[config.mk]
export PLATFORM = sky130hd
export DESIGN_NAME = inst_seg_display_flat
export DESIGN_NICKNAME = d
export VERILOG_FILES = /design/src/rtl/seg_pkg.sv /design/src/rtl/inst_seg_display_if.sv /design/src/rtl/hex7seg.sv /design/src/rtl/inst_seg_display.sv /design/src/flat_wrapper.sv
export SDC_FILE = /design/constraint.sdc
export NUM_CORES = 1
export LEC_CHECK = 0
export BUFFER_PORTS_ARGS = -buffer_cell sky130_fd_sc_hd__buf_2
export CAP_MARGIN = 20
export CORE_MARGIN = 5
export CORE_UTILIZATION = 40
export DETAILED_ROUTE_END_ITERATION = 7
export PLACE_DENSITY = 0.58
export SLEW_MARGIN = 20
export SYNTH_ARGS = -nofsm -noshare
export SYNTH_HDL_FRONTEND = slang
export SYNTH_HIERARCHICAL = 1
export SYNTH_SLANG_ARGS = --single-unit
[constraint.sdc]
create_clock -name clk -period 3.3 [get_ports clk]
set_input_delay 0.165 -clock clk [delete_from_list [all_inputs] [get_ports clk]]
set_output_delay 0.165 -clock clk [all_outputs]
set_load 0.005 [all_outputs]
[src/rtl/seg_pkg.sv]
// Shared constants for the seven-segment display back-end: active-low hex glyphs and display geometry.
// Combinational only; no latency, no backpressure.
package seg_pkg;

    localparam int DIGITS = 8;
    localparam logic [7:0] SEG_OFF = 8'hFF;

    // Entry n is the active-low gfedcba pattern for hex digit n, dp bit (7) high.
    localparam logic [15:0][7:0] HEX_SEG = {
        8'h8E, 8'h86, 8'hA1, 8'hC6, 8'h83, 8'h88, 8'h90, 8'h80,
        8'hF8, 8'h82, 8'h92, 8'h99, 8'hB0, 8'hA4, 8'hF9, 8'hC0
    };

    // Index of the most-significant non-zero nibble; 0 when the value is zero.
    function automatic logic [2:0] top_nibble(input logic [31:0] v);
        logic [2:0] idx;
        idx = 3'd0;
        for (int i = 1; i < DIGITS; i++) begin
            if (v[4*i +: 4] != 4'h0) idx = 3'(i);
        end
        return idx;
    endfunction

endpackage

[src/rtl/inst_seg_display_if.sv]
// Debug-value inputs from the CPU and the multiplexed anode/cathode outputs to the board.
// Plain wires; no flow control (the display consumes values continuously).
interface inst_seg_display_if;
    import seg_pkg::*;

    logic [31:0]       pc;
    logic [31:0]       inst;
    logic              sel;
    logic              freeze;
    logic [DIGITS-1:0] an;
    logic [7:0]        seg;

    modport master (output pc, inst, sel, freeze, input an, seg);
    modport slave  (input pc, inst, sel, freeze, output an, seg);

endinterface

[src/rtl/hex7seg.sv]
// Hex nibble to active-low gfedcba pattern.
// Combinational, zero latency, no backpressure.
module hex7seg
    import seg_pkg::*;
(
    input  logic [3:0] nib,
    output logic [6:0] pat
);

    assign pat = HEX_SEG[nib][6:0];

endmodule

[src/rtl/inst_seg_display.sv]
// Tear-free 8-digit scanner for pc/inst with anti-ghost blanking; optional SEG_BLANK_LEADING_EN hides leading zeros.
// Outputs registered, 1-cycle latency from prescaler/digit state; no backpressure.
module inst_seg_display
    import seg_pkg::*;
#(
    parameter int SCAN_DIV     = 100000,
    parameter int BLANK_CYCLES = 16
) (
    input  logic               clk,
    input  logic               rst,
    inst_seg_display_if.slave  bus
);

    localparam int PW = (SCAN_DIV > 2) ? $clog2(SCAN_DIV) : 1;
    localparam logic [PW-1:0] PRESC_LAST = PW'(SCAN_DIV - 1);
    localparam logic [PW-1:0] BLANK_END  = PW'(BLANK_CYCLES);

    logic [PW-1:0]     presc;
    logic [2:0]        d;
    logic [31:0]       shadow;
    logic              mode;
    logic              tick;
    logic [3:0]        nib;
    logic [6:0]        pat;
    logic              blank_lead;
    logic [DIGITS-1:0] an_q, an_nxt;
    logic [7:0]        seg_q, seg_nxt;

    assign tick = (presc == PRESC_LAST);

    always_ff @(posedge clk or negedge rst) begin
        if (!rst) begin
            presc <= '0;
            d     <= 3'd0;
        end else if (tick) begin
            presc <= '0;
            d     <= d + 3'd1;
        end else begin
            presc <= presc + 1'b1;
        end
    end

    // Shadow only changes on the last tick of a frame so a frame never mixes two values.
    always_ff @(posedge clk or negedge rst) begin
        if (!rst) begin
            shadow <= 32'd0;
            mode   <= 1'b0;
        end else if (tick && d == 3'd7 && !bus.freeze) begin
            shadow <= bus.sel ? bus.pc : bus.inst;
            mode   <= bus.sel;
        end
    end

    assign nib = shadow[{d, 2'b00} +: 4];

    hex7seg u_hex7seg (
        .nib (nib),
        .pat (pat)
    );

`ifdef SEG_BLANK_LEADING_EN
    assign blank_lead = (d > top_nibble(shadow));
`else
    assign blank_lead = 1'b0;
`endif

    always_comb begin
        an_nxt  = SEG_OFF;
        seg_nxt = SEG_OFF;
        if (presc >= BLANK_END) begin
            an_nxt  = ~(8'd1 << d);
            seg_nxt = {~(mode && d == 3'd7), blank_lead ? 7'h7F : pat};
        end
    end

    always_ff @(posedge clk or negedge rst) begin
        if (!rst) begin
            an_q  <= SEG_OFF;
            seg_q <= SEG_OFF;
        end else begin
            an_q  <= an_nxt;
            seg_q <= seg_nxt;
        end
    end

    assign bus.an  = an_q;
    assign bus.seg = seg_q;

endmodule

[src/flat_wrapper.sv]
// flat-port wrapper written by rule: the top's interface ports become plain ports
module inst_seg_display_flat import seg_pkg::*;
#(
    parameter int SCAN_DIV     = 100000,
    parameter int BLANK_CYCLES = 16
)
  (clk, rst, bus_pc, bus_inst, bus_sel, bus_freeze, bus_an, bus_seg);
  inst_seg_display_if bus_i ();
  input  logic clk;
  input  logic rst;
  input wire logic [$bits(bus_i.pc)-1:0] bus_pc;
  input wire logic [$bits(bus_i.inst)-1:0] bus_inst;
  input wire logic [$bits(bus_i.sel)-1:0] bus_sel;
  input wire logic [$bits(bus_i.freeze)-1:0] bus_freeze;
  output wire logic [$bits(bus_i.an)-1:0] bus_an;
  output wire logic [$bits(bus_i.seg)-1:0] bus_seg;
  assign bus_i.pc = bus_pc;
  assign bus_i.inst = bus_inst;
  assign bus_i.sel = bus_sel;
  assign bus_i.freeze = bus_freeze;
  assign bus_an = bus_i.an;
  assign bus_seg = bus_i.seg;
  inst_seg_display #(.SCAN_DIV(SCAN_DIV), .BLANK_CYCLES(BLANK_CYCLES)) u_core (.clk(clk), .rst(rst), .bus(bus_i));
endmodule
[Word-level counts from Yosys, hierarchy flattened]
Memory sizes are Yosys's and may differ from the RTL's.
Index checks and enable logic that the tools add are counted.
Storage, ports and cells
  logic and storage cells: 26
  bits in latches: 0
  ROM bits: 128
  bits in writable memories: 0
  memories: 1
  input port bits: 68
  bits in registers: 69
Cells by class
  multiply operators: 0
  reduce and logical (&&, ||, !) cells: 4
  shifts and indexed selects: 2
  $lt $le $gt $ge: 2
  bitwise gates (word level): 2
  eq/ne operators: 2
  add/subtract/negate cells: 2
  divide/modulo/power cells: 0
  mux-type cells: 5
Memories
  (name not given): depth 16, width 8, rd ports 1, clocked after Yosys merged registers in 0, write ports 0, line hex7seg.sv:10  | assign pat = HEX_SEG[nib][6:0];
Operators with widths (count)
  32-bit 2-to-1 mux: 1
  32-bit by 6-bit indexed part select with 4-bit output: 1
  17-bit by 1-bit adder with 17-bit output (second input constant): 1
  17-bit == test (second input constant): 1
  17-bit by 5-bit >= comparator with 1-bit output (second input constant): 1
  17-bit 2-to-1 mux: 1
  8-bit 2-to-1 mux: 2
  8-bit inverter: 1
  1-bit by 3-bit left shift with 8-bit output (first input constant): 1
  7-bit 2-to-1 mux: 1
  4-bit by 5-bit < comparator with 1-bit output (second input constant): 1
  3-bit by 1-bit adder with 3-bit output (second input constant): 1
  3-bit == test (second input constant): 1
  1-bit logical AND: 3
  1-bit zero test: 1
  1-bit inverter: 1

[Logic depth before layout (Yosys ltp)]
  depth in word-level cells: 4
  gate-level depth with buffers: 10

[Cells and area by module]
Netlist, hierarchy kept.
Modules (own cells, without submodules)
  inst_seg_display: cells an instance 265, instances 1, sequential area each 1746.7 µm², area each 3414.5 µm²
  hex7seg: cells an instance 32, instances 1, sequential area each 0.0 µm², area each 275.3 µm²

[Worst setup path before layout]
No wires, ideal clock.
  kind: register -> register
  from: register u_core.d[0]
  to: register u_core.seg_q[0] (netlist: u_core/bus.seg[0])
  cell stages (with the launch flop): 11
  period minus slack after synthesis: 2.641 ns
  path slack: 0.659 ns
  required time: 3.234 ns
  path buffers: 1
  data arrival time: 2.575 ns
  setup time: 0.066 ns
  path through: dfrtp_1 > clkbuf_1 > mux4_2 > nand2_1 > nand2_1 > inv_1 > ha_1 > and2b_2 > or3b_1 > o21ai_0 > nand2b_1
On the way
  longest elaborated chain between the ends: 4
RTL lines
  from (decl): line inst_seg_display.sv:19  | logic [2:0] d;
  from (signal assigned): line inst_seg_display.sv:37  | d <= d + 3'd1;
  32-bit by 6-bit indexed part select with 4-bit output: line inst_seg_display.sv:54  | assign nib = shadow[{d, 2'b00} +: 4];
  net u_core.nib[1]: line inst_seg_display.sv:23  | logic [3:0] nib;
  memory read 16 x 8 bit
  7-bit 2-to-1 mux (not written as such): line hex7seg.sv:10
  net u_core.pat[0]: line inst_seg_display.sv:24  | logic [6:0] pat;
  8-bit 2-to-1 mux: line inst_seg_display.sv:70  | if (presc >= BLANK_END) begin
  net u_core.seg_nxt[0]: line inst_seg_display.sv:27  | logic [7:0] seg_q, seg_nxt;
  to (signal assigned): line inst_seg_display.sv:82  | seg_q <= seg_nxt;
  to (decl): line inst_seg_display.sv:27
The timed path passes the listed nets, and every way through them passes these cells. The select of a mux whose other input is x is not followed.
A chain may end at the register's enable or synchronous reset.

[Worst setup path after layout]
Ends and elaborated chain as after synthesis.

==> summary.txt <==
Status
  – Status: complete, no violations

Global routing
  – Vias in the first global route: 2534
  – Total grt overflow: 0
  – First-pass GRT wire length: 12200 µm
  – Pin count of the biggest net entering global routing: 39
  – Antenna violations before repair: 0
  – Global-route usage over all layers: 13.7%

Worst setup path
  – Reg2reg path depth: 10
  – Setup crit start: u_core/d[0]
  – Reg-to-reg endpoint: u_core/bus.seg[0]
  – Top cell by count, worst path: nand2_1
  – Crit path cell chain: buf_4 > mux4_2 > nand2_1 > nand2_1 > inv_1 > ha_1 > and2b_2 > or3b_1 > o21ai_0 > nand2b_1
  – Worst reg2reg startpoint: u_core/d[0]
  – CP peak stage delay: 0.55 ns
  – Crit path max fanout: 6
  – Slowest-stage cell, CP: dfrtp_1
  – End point of the critical path: u_core/bus.seg[0]
  – Crit Path Class: reg -> reg
  – Required @ worst endpoint: 3.57 ns
  – Worst reg2reg setup slack: 0.62 ns
  – Startpoint types: register
  – Crit. End Element: register
  – Worst path arrival time: 2.95 ns

Die
  – Top-Level Pins: 84
  – Initial Utilization: 40.5%
  – Die Width: 106 µm
  – Die area: 11200 µm²
  – Row cnt: 35
  – DIE HEIGHT: 106 µm
  – Core area: 9110 µm²

STA
  – Final Cycle Share: 81.3%
  – RSZ-0062 raised after global routing: false
  – Final min period: 2.68 ns
  – Worst setup margin: 0.617 ns
  – Fmax: 373 MHz
  – Final setup vio count: 0
  – Fin Setup TNS: 0 ns
  – Final hold vios: 0
  – Max Slew Vio Count: 0
  – Relative slew slack: 50.8%
  – Actual slew at the worst max-slew pin: 0.738 ns
  – Final Skew: 0.00548 ns

Cells and area
  – Util after Layout: 48.3%
  – Nets: 462
  – Fillcell total: 864
  – Antenna Cells: 0
  – Layout area overhead: 19.2%
  – Non-Filler Instances: 495
  – Layout cells sized above 1: 51.0%

Synthesis
  – Largest cells by area after synthesis: dfrtp_1, mux2_2, dfstp_2, ha_1, mux4_2
  – Most frequent cell after synthesis: mux2_2
  – Post-synthesis mux area share: 27.4%
  – Post-Syn Instances: 297
  – Avg Inst Size Synth: 12.4 µm²
  – Top cell type by total area after synthesis: dfrtp_1
  – Post-synthesis xor/xnor area fraction: 3.80%
  – Syn Nets: 380
  – Primary FF master, synth: dfrtp_1
  – Register area share after synthesis: 47.3%
  – Adder-cell share of the synthesized area: 5.09%
  – Share of the synthesized area in the top cell type: 35.9%
  – Synth Area in Simple Gates: 11.6%
  – Netlist cell types: 32
  – EDFF count, synth: 0
  – Syn Std Cell Area: 3690 µm²
  – Yosys Warn Count: 6
  – Post-synthesis compound-gate area fraction: 1.15%
  – Main combinational cell family by area after synthesis: multiplexers
  – Post-synthesis register bit count: 69
  – Post-synth ARST share: 100%
  – Synth top cells by count: mux2_2, dfrtp_1, nand2_1

Placement
  – Setup WS pre-CTS: 0.622 ns
  – Dpl cells: 478
  – Gp weighted congestion: 0.775
  – Port bufs: 83
  – Detail Placement HPWL: 5360 µm

Clock tree
  – Clock transition at path regs: 0.07 ns
  – CTS Buf Count: 9
  – Clock Latency Late Sink: 0.34 ns
  – CTS Buffer Depth: 2
  – CTS tree: yes
  – Post-CTS Setup Bufs: 0
  – H-tree levels: 3
  – CTS sink count: 69
  – Clock root cell: clkbuf_8

Routing
  – DR vias/cell: 4.89
  – Drt pass-1 iters: 4
  – Routed len/inst: 14.5 µm
  – Iteration-0 DRC Markers: 80
  – Vias: 2422
  – # DRC: 0
  – WL final: 7200 µm
  – Antenna viol nets, final: 0

Pwr
  – Peak supply drop: 0.213 mV
  – Power per cell area: 372 nW/µm²
  – Leakage: 2.10 nW

Run
  – Max_cap viols: 0

Min path
  – Hold Crit Class: in -> reg
[per-layer routing]
metal  routed length [µm]  vias up  GRT usage [%]
met5                    0        -              0
li1                     -     1202              -
met1                 3310     1155           17.6
met3                  313       10           3.10
met2                 3430       55           22.3
met4                  143        0           6.11
[sequential cells by signal, indices dropped and copies added, names as in the netlist]
register	flops
u_core/bus.an	8
u_core/bus.seg	8
u_core/d	3
u_core/mode	1
u_core/presc	17
u_core/shadow	32
[critical path: cells and delay by family, from the launching register on]
| kind | cells | cell delay, ns |
|---|---|---|
| mux | 1 | 0.49 |
| simple gates | 5 | 0.89 |
| flops | 1 | 0.55 |
| buf+inv | 2 | 0.41 |
| fa+ha+maj | 1 | 0.21 |
| compound gates | 1 | 0.06 |
[cell usage in the layout, fill, tap and decap left out, types with 2 or more instances in the layout]
cell and n:
buf_2 83, mux2_2 66, dfrtp_1 53, nand2_1 24
nor2_1 17, dfstp_2 16, ha_1 15, clkbuf_8 10
inv_1 10, nand3_1 9, xnor2_1 9, mux4_2 8
nand4_1 8, xor2_1 7, nand2b_1 7, nor4_1 6
nor3_1 5, mux2i_1 5, clkinv_2 3, buf_4 3
clkinv_4 2, and2_1 2, o21ai_0 2, a22o_1 2
[what timing repair did]
action,CTS,global route
hold buffers,1,0
endpoints found under the hold margin,15,0
resized for setup,0,0
[worst min-delay path by stage]
stage	startpoint	to	slack, ns	depth (start not counted)
final	bus_inst[10]	u_core/shadow[10]	0.18	3
after global routing	bus_pc[10]	u_core/shadow[10]	0.17	3
after CTS	bus_inst[27]	u_core/shadow[27]	0.16	3
after detailed placement	rst	u_core/shadow[20]	0.26	1
after global placement	rst	u_core/shadow[24]	0.26	1
after floorplan	rst	u_core/d[0]	-0.13	0
[stage by stage]
step / hold slack (ns) / power (W) / cell area [µm²]
global route: 0.171 / 0.00170 / 4400
floorplan: -0.131 / 0.000901 / 3690
finish: 0.176 / 0.00164 / 4400
CTS: 0.163 / 0.00166 / 4400
global placement: 0.262 / 0.000963 / 4190
detailed placement: 0.264 / 0.000964 / 4190
[area by class of cell]
cell class / count / area [µm²] / share of cell area [%]
flip-flops and latches: 69 / 1750 / 39.7
clock inverters: 6 / 62.6 / 1.42
repair buffers: 88 / 468 / 10.6
well taps: 111 / 139 / 3.16
inverters: 10 / 37.5 / 0.853
multi-input cells: 201 / 1810 / 41.1
clock buffers: 10 / 138 / 3.13
[where the power goes]
part	switching (W)	internal [W]
sequential	0	0.000846
clock	0.000323	0.000368
combinational	0.0000413	0.0000584
[cell families (layout without fill, tap and decap cells)]
kind of cell               Yosys count  in the layout
and+or+nand+nor                     83             83
muxes                               81             81
DFF                                 69             69
buffers and inverters               27            114
xor gates and xnor gates            16             16
adders and majority gates           15             15
AOI/OAI and AO/OA                    6              6
(Power assumes the default switching activity.)
